## src/rtl/midi_voice_alloc_pkg.sv

```systemverilog
// ---------------------------------------------------------------------------
// midi_voice_alloc_pkg
//   Shared definitions for the polyphonic voice allocator: default sizes,
//   MIDI key width, FSM state encoding and the registered decision opcode.
//   Imported by midi_voice_alloc and voice_select.
// ---------------------------------------------------------------------------
package midi_voice_alloc_pkg;

    localparam int NUM_VOICES_DEF = 4;
    localparam int AGE_W_DEF      = 8;
    localparam int MIDI_KEY_W     = 8;

    typedef enum logic [1:0] {
        ST_IDLE   = 2'd0,
        ST_EVAL   = 2'd1,
        ST_COMMIT = 2'd2
    } state_t;

    // What COMMIT must do with the captured event.
    typedef enum logic [1:0] {
        OP_NONE = 2'd0,   // dropped note-on (all voices busy, stealing disabled)
        OP_ON   = 2'd1,   // load target voice
        OP_OFF  = 2'd2    // close gate of every voice holding the key
    } op_t;

endpackage

```

## src/rtl/voice_select.sv

```systemverilog
// ---------------------------------------------------------------------------
// voice_select
//   Purely combinational voice search for the allocator.
//   Ports:
//     gate       in  NV          voice sounding flags
//     keys       in  8*NV        key of voice i at [8i+7:8i]
//     ages       in  AGE_W*NV    age of voice i
//     ev_key     in  8           key being looked up
//     match_idx  out IDX_W       lowest gated voice holding ev_key
//     match_vld  out 1           such a voice exists
//     free_idx   out IDX_W       lowest voice with gate=0
//     free_vld   out 1           such a voice exists
//     oldest_idx out IDX_W       gated voice with the largest age, ties -> lowest
// ---------------------------------------------------------------------------
module voice_select
    import midi_voice_alloc_pkg::*;
#(
    parameter int NUM_VOICES = NUM_VOICES_DEF,
    parameter int AGE_W      = AGE_W_DEF,
    parameter int IDX_W      = $clog2(NUM_VOICES)
) (
    input  logic [NUM_VOICES-1:0]            gate,
    input  logic [NUM_VOICES*MIDI_KEY_W-1:0] keys,
    input  logic [NUM_VOICES*AGE_W-1:0]      ages,
    input  logic [MIDI_KEY_W-1:0]            ev_key,
    output logic [IDX_W-1:0]                 match_idx,
    output logic                             match_vld,
    output logic [IDX_W-1:0]                 free_idx,
    output logic                             free_vld,
    output logic [IDX_W-1:0]                 oldest_idx
);

    logic [MIDI_KEY_W-1:0] key_arr [NUM_VOICES];
    logic [AGE_W-1:0]      age_arr [NUM_VOICES];

    for (genvar gi = 0; gi < NUM_VOICES; gi++) begin : g_unpack
        assign key_arr[gi] = keys[gi*MIDI_KEY_W +: MIDI_KEY_W];
        assign age_arr[gi] = ages[gi*AGE_W +: AGE_W];
    end

    // Match / free: scan downwards so the lowest index is the last writer.
    always_comb begin
        match_idx = '0;
        match_vld = 1'b0;
        free_idx  = '0;
        free_vld  = 1'b0;
        for (int i = NUM_VOICES - 1; i >= 0; i--) begin
            if (gate[i] && key_arr[i] == ev_key) begin
                match_idx = IDX_W'(i);
                match_vld = 1'b1;
            end
            if (!gate[i]) begin
                free_idx = IDX_W'(i);
                free_vld = 1'b1;
            end
        end
    end

    // Oldest: scan upwards with strict '>' so ties stay on the lowest index.
    always_comb begin
        logic             found;
        logic [AGE_W-1:0] best_age;
        found      = 1'b0;
        best_age   = '0;
        oldest_idx = '0;
        for (int i = 0; i < NUM_VOICES; i++) begin
            if (gate[i] && (!found || age_arr[i] > best_age)) begin
                found      = 1'b1;
                best_age   = age_arr[i];
                oldest_idx = IDX_W'(i);
            end
        end
    end

endmodule

```

## src/rtl/midi_voice_alloc.sv

```systemverilog
// ---------------------------------------------------------------------------
// midi_voice_alloc
//   Polyphonic voice allocator between the MIDI note FIFO and NUM_VOICES
//   synth voices. Pops at most one note event per sample tick.
//   Note-on: retrigger matching key, else lowest free voice, else steal the
//   oldest gated voice (only when VOICE_STEAL_EN is defined; otherwise the
//   event is dropped but still popped). Note-off (velocity 0) closes every
//   gated voice holding the key.
//   Build option: `define VOICE_STEAL_EN to enable voice stealing.
//   Ports:
//     clk, rst_n      clock, asynchronous active-low reset
//     sample_tick     1-cycle strobe per audio sample
//     fifo_empty      FIFO empty; key/velocity valid while low (FWFT)
//     key, velocity   head-of-FIFO event, velocity 0 = note-off
//     fifo_rd         1-cycle pop strobe (COMMIT)
//     voice_newnote   per-voice 1-cycle reload pulse
//     voice_gate      per-voice sounding flag
//     voice_key       key of voice i at [8i+7:8i]
//     voice_vel       velocity[6:0] of voice i at [7i+6:7i]
//   Timing: tick at T -> EVAL at T+1 -> COMMIT at T+2 (fifo_rd, newnote);
//   voice registers take the new values at the clock edge closing COMMIT.
// ---------------------------------------------------------------------------
module midi_voice_alloc
    import midi_voice_alloc_pkg::*;
#(
    parameter int NUM_VOICES = NUM_VOICES_DEF,
    parameter int AGE_W      = AGE_W_DEF
) (
    input  logic                             clk,
    input  logic                             rst_n,
    input  logic                             sample_tick,
    input  logic                             fifo_empty,
    input  logic [MIDI_KEY_W-1:0]            key,
    input  logic [7:0]                       velocity,
    output logic                             fifo_rd,
    output logic [NUM_VOICES-1:0]            voice_newnote,
    output logic [NUM_VOICES-1:0]            voice_gate,
    output logic [NUM_VOICES*MIDI_KEY_W-1:0] voice_key,
    output logic [NUM_VOICES*7-1:0]          voice_vel
);

    localparam int IDX_W = $clog2(NUM_VOICES);
    localparam logic [AGE_W-1:0] AGE_MAX = '1;

`ifdef VOICE_STEAL_EN
    localparam bit STEAL_EN = 1'b1;
`else
    localparam bit STEAL_EN = 1'b0;
`endif

    state_t                  state_reg, state_next;
    logic [MIDI_KEY_W-1:0]   ev_key_reg;
    logic [7:0]              ev_vel_reg;
    op_t                     op_reg, op_next;
    logic [IDX_W-1:0]        tgt_reg, tgt_next;
    logic [NUM_VOICES-1:0]   off_mask_reg;
    logic [NUM_VOICES-1:0]   key_hit;
    logic [NUM_VOICES*AGE_W-1:0] age_vec;

    logic [IDX_W-1:0] match_idx, free_idx, oldest_idx;
    logic             match_vld, free_vld;

    voice_select #(
        .NUM_VOICES (NUM_VOICES),
        .AGE_W      (AGE_W),
        .IDX_W      (IDX_W)
    ) u_select (
        .gate       (voice_gate),
        .keys       (voice_key),
        .ages       (age_vec),
        .ev_key     (ev_key_reg),
        .match_idx  (match_idx),
        .match_vld  (match_vld),
        .free_idx   (free_idx),
        .free_vld   (free_vld),
        .oldest_idx (oldest_idx)
    );

    // ---------------- FSM ----------------
    always_ff @(posedge clk or negedge rst_n) begin
        if (!rst_n) state_reg <= ST_IDLE;
        else        state_reg <= state_next;
    end

    always_comb begin
        state_next = state_reg;
        unique case (state_reg)
            ST_IDLE:   if (sample_tick && !fifo_empty) state_next = ST_EVAL;
            ST_EVAL:   state_next = ST_COMMIT;
            ST_COMMIT: state_next = ST_IDLE;
            default:   state_next = ST_IDLE;
        endcase
    end

    // Target decision, evaluated in EVAL from the captured event.
    always_comb begin
        op_next  = OP_NONE;
        tgt_next = match_idx;
        if (ev_vel_reg == 8'd0) begin
            op_next = OP_OFF;
        end else if (match_vld) begin
            op_next  = OP_ON;
            tgt_next = match_idx;
        end else if (free_vld) begin
            op_next  = OP_ON;
            tgt_next = free_idx;
        end else if (STEAL_EN) begin
            op_next  = OP_ON;
            tgt_next = oldest_idx;
        end
    end

    always_ff @(posedge clk or negedge rst_n) begin
        if (!rst_n) begin
            ev_key_reg   <= '0;
            ev_vel_reg   <= '0;
            op_reg       <= OP_NONE;
            tgt_reg      <= '0;
            off_mask_reg <= '0;
        end else begin
            if (state_reg == ST_IDLE && sample_tick && !fifo_empty) begin
                ev_key_reg <= key;
                ev_vel_reg <= velocity;
            end
            if (state_reg == ST_EVAL) begin
                op_reg       <= op_next;
                tgt_reg      <= tgt_next;
                off_mask_reg <= key_hit;
            end
        end
    end

    logic commit_on, commit_off;
    assign fifo_rd    = (state_reg == ST_COMMIT);
    assign commit_on  = fifo_rd && (op_reg == OP_ON);
    assign commit_off = fifo_rd && (op_reg == OP_OFF);

    // ---------------- per-voice state ----------------
    for (genvar gi = 0; gi < NUM_VOICES; gi++) begin : g_voice
        logic                  gate_reg;
        logic [MIDI_KEY_W-1:0] key_reg;
        logic [6:0]            vel_reg;
        logic [AGE_W-1:0]      age_reg;
        logic                  is_tgt;

        assign is_tgt = (tgt_reg == IDX_W'(gi));

        always_ff @(posedge clk or negedge rst_n) begin
            if (!rst_n) begin
                gate_reg <= 1'b0;
                key_reg  <= '0;
                vel_reg  <= '0;
                age_reg  <= '0;
            end else begin
                if (commit_on && is_tgt) begin
                    gate_reg <= 1'b1;
                    key_reg  <= ev_key_reg;
                    vel_reg  <= ev_vel_reg[6:0];
                    age_reg  <= '0;   // wins over a coincident tick
                end else begin
                    if (commit_off && off_mask_reg[gi]) gate_reg <= 1'b0;
                    if (sample_tick && gate_reg && age_reg != AGE_MAX)
                        age_reg <= age_reg + 1'b1;
                end
            end
        end

        assign key_hit[gi]                            = gate_reg && (key_reg == ev_key_reg);
        assign voice_gate[gi]                         = gate_reg;
        assign voice_newnote[gi]                      = commit_on && is_tgt;
        assign voice_key[gi*MIDI_KEY_W +: MIDI_KEY_W] = key_reg;
        assign voice_vel[gi*7 +: 7]                   = vel_reg;
        assign age_vec[gi*AGE_W +: AGE_W]             = age_reg;
    end

endmodule
```

## config.mk

```make
export PLATFORM = sky130hd
export DESIGN_NAME = midi_voice_alloc
export DESIGN_NICKNAME = d
export VERILOG_FILES = /design/src/rtl/midi_voice_alloc_pkg.sv /design/src/rtl/voice_select.sv /design/src/rtl/midi_voice_alloc.sv
export SDC_FILE = /design/constraint.sdc
export NUM_CORES = 1
export LEC_CHECK = 0
export ABC_AREA = 1
export BUFFER_PORTS_ARGS = -buffer_cell sky130_fd_sc_hd__buf_2
export CELL_PAD_IN_SITES_DETAIL_PLACEMENT = 1
export CELL_PAD_IN_SITES_GLOBAL_PLACEMENT = 2
export CORE_MARGIN = 8
export CORE_UTILIZATION = 36
export DETAILED_ROUTE_END_ITERATION = 16
export PLACE_DENSITY_LB_ADDON = 0.25
export SLEW_MARGIN = 20
export SYNTH_ARGS = -nofsm -noshare
export SYNTH_HDL_FRONTEND = slang
export SYNTH_HIERARCHICAL = 1
export SYNTH_SLANG_ARGS = --single-unit
```

## constraint.sdc

```tcl
create_clock -name clk -period 5.2 [get_ports clk]
set_input_delay 0.78 -clock clk [delete_from_list [all_inputs] [get_ports clk]]
set_output_delay 0.78 -clock clk [all_outputs]
set_load 0.02 [all_outputs]
```

=== After elaboration in Yosys (flattened, before gate mapping) ===
Index checks and enable logic that the tools add are counted.

* Flip-flop bits (word level): 90
* Bits of input ports: 20
* Output and inout bits: 69
* Logic and storage cells: 87

* Equal/unequal tests: 12
* Muxes and demuxes: 32
* Reduce and logical (&&, ||, !) cells: 25

{| class="wikitable"
|+ Operators by type and width
! operator !! count
|-
| $eq 8x8->1 || 4
|-
| $mux 2 || 13
|-
| $mux 1 || 18
|-
| $logic_and 1x1->1 || 17
|-
| $eq 2x2->1 const B || 4
|-
| $logic_not 8->1 || 1
|-
| $reduce_bool 2->1 || 4
|-
| $eq 2x1->1 const B || 3
|-
| $logic_not 2->1 || 2
|-
| $pmux 2 s2 || 1
|-
| $ne 2x2->1 const B || 1
|-
| $logic_not 1->1 || 1
|}

=== Logic depth before layout (Yosys ltp) ===
Gate-level depths: netlist of the first run.

* Depth after elaboration: 9
* Gate-level depth with buffers: 17
* Gate-level depth less buffers: 17

=== Hierarchy ===
Netlist of the first run, hierarchy kept.

{| class="wikitable"
|+ Modules (own cells, without submodules)
! module !! instances !! cells an instance !! area an instance (µm²) !! sequential area each (µm²)
|-
| midi_voice_alloc || 1 || 766 || 5934.4 || 3052.9
|-
| voice_select || 1 || 260 || 1422.6 || 0.0
|}

=== Least setup slack after synthesis of the first run ===
Ideal clock, no wire load.

* Path type: flip-flop to output port
* Start point: register state_reg[0]
* End point: output port voice_newnote[3]
* Arrival: 1.158 ns
* Data required time: 4.420 ns
* Path slack: 3.262 ns
* Stages on the path, launching flop included: 6
* Path buffers: 2
* Cell sequence: dfrtp_1 -> nor2_4 -> nand3b_2 -> buf_6 -> buf_6 -> inv_2

* Longest elaborated chain between the ends: 3

{| class="wikitable"
|+ Ends and longest elaborated chain
! what !! RTL line !! text
|-
| start: declaration || midi_voice_alloc.sv:51 || <nowiki>state_t state_reg, state_next;</nowiki>
|-
| start signal: assignment || midi_voice_alloc.sv:82 || <nowiki>else state_reg <= state_next;</nowiki>
|-
| $eq 2x2->1 || midi_voice_alloc.sv:134 || <nowiki>assign fifo_rd = (state_reg == ST_COMMIT);</nowiki>
|-
| named net fifo_rd || midi_voice_alloc.sv:35 || <nowiki>output logic fifo_rd,</nowiki>
|-
| $logic_and 1x1->1 || midi_voice_alloc.sv:135 || <nowiki>assign commit_on = fifo_rd && (op_reg == OP_ON);</nowiki>
|-
| $logic_and 1x1->1 || midi_voice_alloc.sv:170 || <nowiki>assign voice_newnote[gi] = commit_on && is_tgt;</nowiki>
|-
| end: declaration || midi_voice_alloc.sv:36 || <nowiki>output logic [NUM_VOICES-1:0] voice_newnote,</nowiki>
|}

The timed path passes the listed nets, and every way through them passes these cells.

=== Worst setup path after layout of the first run ===
* Start point: register op_reg[1]
* End point: output port voice_newnote[0]

* Longest elaborated chain between the ends: 3

{| class="wikitable"
|+ Ends and longest elaborated chain
! what !! RTL line !! text
|-
| start: declaration || midi_voice_alloc.sv:54 || <nowiki>op_t op_reg, op_next;</nowiki>
|-
| start signal: assignment || midi_voice_alloc.sv:126 || <nowiki>op_reg <= op_next;</nowiki>
|-
| $eq 2x1->1 || midi_voice_alloc.sv:135 ||
|-
| $logic_and 1x1->1 || midi_voice_alloc.sv:135 ||
|-
| $logic_and 1x1->1 || midi_voice_alloc.sv:170 ||
|}

No other way between the ends.

==> results of run 1 <==
==> path summary, 6_finish.rpt <==
path                            slack [ps]             from                    end  cells after the start
worst max-delay path                  2470        op_reg[1]       voice_newnote[0]                      4
min in group clk                       490  off_mask_reg[3]        off_mask_reg[3]                      2
max in group asynchronous             3710            rst_n  g_voice[2].key_reg[6]                      2
worst min-delay path                   460            rst_n  g_voice[0].key_reg[3]                      1
worst max register to register        2940    ev_key_reg[5]             tgt_reg[1]                     16
worst min register to register         490  off_mask_reg[3]        off_mask_reg[3]                      2
==> cell usage in the layout, fill, tap and decap left out, types with 3 or more instances in the layout <==
cell / n
o21ai_0: 34
xnor2_1: 12
a21oi_1: 3
xor2_1: 10
o21ai_1: 63
nor2_1: 40
clkbuf_16: 9
dfrtp_1: 90
inv_2: 4
o22ai_1: 5
inv_1: 65
nand3_1: 14
nand2_1: 199
nor4_1: 3
buf_2: 87
==> routing by layer <==
layer | share of wire [%] | global-route usage (%)
met2 | 46 | 29.62
met1 | 47 | 24.00
met3 | 4.9 | 3.993
met5 | 0 | 0
met4 | 2.0 | 7.622
==> report_power, final <==
group	internal [mW]	switching, mW
Clock	0.391	0.304
Combinational	0.382	0.700
Sequential	0.903	0.270
==> final cells by class <==
class	instances	area share [%]
clock buffers	10	4.494
clock inverters	6	1.388
inverters	69	4.871
multi-input cells	397	34.38
flip-flops and latches	90	42.35
well taps	172	4.047
repair buffers	89	8.471
==> flow_summary.json, run 1 <==
{
  "antenna_cells": 0,
  "hold_buffers": 0,
  "drc": 0,
  "finClkSkew_ps": 10.69,
  "crit_required_ps": 4420,
  "timing.setup.tns_ps": 0,
  "p_per_area_nw_per_um2": 554.6,
  "dp_hpwl_mm": 10.43,
  "cp_num_buf_inv": 2,
  "outcome": "completed",
  "yosysWarnings": 6,
  "dieArea_sq_um": 16440,
  "largest_reg_flops": 32,
  "path_cells": "nor2_2 -> nand3_2 -> inv_1 -> buf_2",
  "syn_area_per_cell_sq_um": 7.749,
  "slowest_delay_ps": 600,
  "tightest_slew_ps": 949.3,
  "cap_violations": 0,
  "drive_gt1_share_pct": 17.40,
  "path_class": "reg -> out",
  "setup_viol": 0,
  "cts_tree": "done",
  "hold_ws_ps": 459.6,
  "grt.overflow.total": 0,
  "cp_max_fo": 32,
  "finish.utilization_pct": 42.66,
  "areaGrowthSynthToFinish_pct": 17.31,
  "p_leak_nw": 2.778,
  "ios": 89,
  "n_fill_cell": 1587,
  "numCtsBuffers": 9,
  "die_y_um": 128.2,
  "max-vdd-ir-drop_v": 0.0002619,
  "clockBufferDepth": 2,
  "power_mw": 2.949,
  "grt_max_degree": 50,
  "cts_setup_buffers": 0,
  "rsz0062_at_grt": "no",
  "drt_iter0_drc": 179,
  "critPathTopFamily": "simple AND/OR/NAND/NOR gates",
  "start_util_pct": 36.36,
  "port_buffers": 88,
  "antenna_found_initial": 0,
  "syn-cell-area_sq_um": 4533,
  "slew_viol_final": 0,
  "path_clk_slew_ps": 70,
  "period_needed_ps": 2733,
  "hold_path.class": "in -> async",
  "die-width_um": 128.2,
  "relSlewSlack_pct": 36.65,
  "post-place-ws_ps": 2804,
  "wl_per_cell_um": 17.19,
  "seq_area_sq_um": 2252,
  "clock_latency_ps": 360,
  "cts_resized": 0,
  "setup_ws_ps": 2467,
  "hold_violations": 0,
  "cts_sinks": 90,
  "finalCritPeriodShare_pct": 52.55,
  "ctsRootBufferMaster": "clkbuf_16",
  "multi_input_area_sq_um": 1828,
  "synthCells": 585,
  "syn-num-nets": 605,
  "vias_per_cell": 4.830,
  "cp-start-kind": "register",
  "crit_arrival_ps": 1950,
  "worstSetupEndpointType": "output port",
  "grt_usage_pct": 18.62,
  "grt_pass1_vias": 4319,
  "fmax_mhz": 365.9,
  "ant_nets": 0,
  "place.gp.congestion": 0.8540,
  "totalWireLength_mm": 14.32,
  "htree_levels": 3,
  "placed_area_sq_um": 5005,
  "final_area_sq_um": 5318,
  "critPathSlowestCell": "nand3_2",
  "dp_cells": 817,
  "num_vias": 4023,
  "rows": 41,
  "firstDrtPassIters": 4,
  "grt_pass1_wl_mm": 23.52,
  "num-nets-final": 676,
  "core_area_sq_um": 12470,
  "instances_no_fill": 833
}
Power figures use the tool's default switching activity.
==> run 2, diff against run 1 <==
- CORE_UTILIZATION: 36 -> 34
- clock period: 5.2 -> 2.8 ns (I/O delays scaled with it)
==> flow_summary.json, run 2 (synthesized netlist as in run 1, its figures left out) <==
{
  "rsz0062_at_grt": "no",
  "clock_latency_ps": 350,
  "cts_tree": "done",
  "n_fill_cell": 1671,
  "ant_nets": 0,
  "areaGrowthSynthToFinish_pct": 17.58,
  "drive_gt1_share_pct": 17.77,
  "post-place-ws_ps": 581.9,
  "num-nets-final": 680,
  "cts_resized": 0,
  "cp_max_fo": 8,
  "rows": 42,
  "numCtsBuffers": 9,
  "hold_violations": 0,
  "placed_area_sq_um": 5052,
  "grt.overflow.total": 0,
  "grt_pass1_wl_mm": 23.49,
  "final_common_cell": "nand2_1",
  "fmax_mhz": 450.9,
  "path_clk_slew_ps": 70,
  "outcome": "completed",
  "grt_pass1_vias": 4366,
  "largest_reg_flops": 32,
  "ios": 89,
  "hold_path.class": "in -> async",
  "totalWireLength_mm": 14.16,
  "vias_per_cell": 4.838,
  "crit_arrival_ps": 2500,
  "die_y_um": 131.5,
  "max-vdd-ir-drop_v": 0.0003708,
  "p_per_area_nw_per_um2": 1001,
  "p_leak_nw": 2.787,
  "wl_per_cell_um": 16.86,
  "cts_sinks": 90,
  "core_area_sq_um": 13140,
  "antenna_cells": 0,
  "tightest_slew_ps": 864.2,
  "layout_common_cells": "nand2_1, dfrtp_1, buf_2",
  "port_buffers": 88,
  "place.gp.congestion": 0.8841,
  "clockBufferDepth": 2,
  "num_vias": 4064,
  "grt_usage_pct": 17.08,
  "cp-start-kind": "register",
  "finalCritPeriodShare_pct": 79.21,
  "crit_required_ps": 3090,
  "drt_iter0_drc": 166,
  "ctsRootBufferMaster": "clkbuf_16",
  "hold_buffers": 0,
  "setup_viol": 0,
  "cts_setup_buffers": 0,
  "path_class": "reg -> reg",
  "finClkSkew_ps": 5.652,
  "antenna_found_initial": 0,
  "setup_ws_ps": 582.1,
  "cap_violations": 0,
  "slew_viol_final": 0,
  "grt_max_degree": 52,
  "final_area_sq_um": 5330,
  "worstSetupEndpointType": "register",
  "timing.setup.tns_ps": 0,
  "start_util_pct": 34.50,
  "dieArea_sq_um": 17280,
  "drc": 0,
  "firstDrtPassIters": 4,
  "relSlewSlack_pct": 42.32,
  "hold_ws_ps": 63.17,
  "die-width_um": 131.5,
  "period_needed_ps": 2218,
  "dp_hpwl_mm": 10.64,
  "htree_levels": 3
}
-- run 2: critical path: stages (launching register included) --
cell      delay (ps)
dfrtp_1          470
inv_1            180
nand2_1           90
o21ai_0           80
nor4_1           390
nand3_1          200
a21boi_1         290
nand2_1           90
nand2_1           60
nand2_1           40
nand2_1           50
nand2_1           50
nand2_1           50
nand2_1           50
nand2_1           60
-- run 2: area by class of cell --
cell class                      instances  area [sq um]  area share, %
Clock buffer                           10         239.0          4.484
Clock inverter                          5         38.79         0.7277
Inverter                               69         259.0          4.859
Multi-Input combinational cell        397          1828          34.30
Sequential cell                        90          2252          42.25
Tap cell                              176         220.2          4.131
Timing Repair Buffer                   93         493.0          9.249
-- run 2: through the flow --
stage / utilization (%) / power [mW] / std cells
2_1_floorplan: - / 3.485 / 585
3_3_place_gp: 38.46 / 4.183 / 825
4_1_cts: 40.57 / 5.428 / 840
3_5_place_dp: 38.46 / 4.245 / 825
5_1_grt: 40.57 / 5.748 / 840
6_report: 40.57 / 5.337 / 840
-- run 2: worst paths after layout --
check / start / to / slack [ps] / cells past startpoint
setup / recovery: ev_key_reg[1] / tgt_reg[0] / 580 / 14
hold / removal: rst_n / g_voice[0].key_reg[3] / 60 / 1
min in group clk: velocity[7] / ev_vel_reg[7] / 270 / 3
setup reg to reg: ev_key_reg[1] / tgt_reg[0] / 580 / 14
max in group asynchronous: rst_n / g_voice[3].vel_reg[6] / 2070 / 2
hold reg to reg: g_voice[2].vel_reg[0] / g_voice[2].vel_reg[0] / 490 / 2
-- run 2: routing by layer --
layer	wire [um]	share of wire [%]	GRT usage (%)	up-vias
met5	0	0	0	-
met4	219	1.5	6.509	0
met3	887	6.3	4.497	11
met2	6468	46	27.07	93
met1	6587	47	21.87	1985
li1	-	-	-	1975
-- run 2: where the power goes --
group / switching [mW] / leakage [nW] / internal, mW
Clock: 0.525 / 0.135 / 0.626
Combinational: 1.31 / 1.47 / 0.716
Sequential: 0.487 / 1.18 / 1.68
Total: 2.32 / 2.79 / 3.02
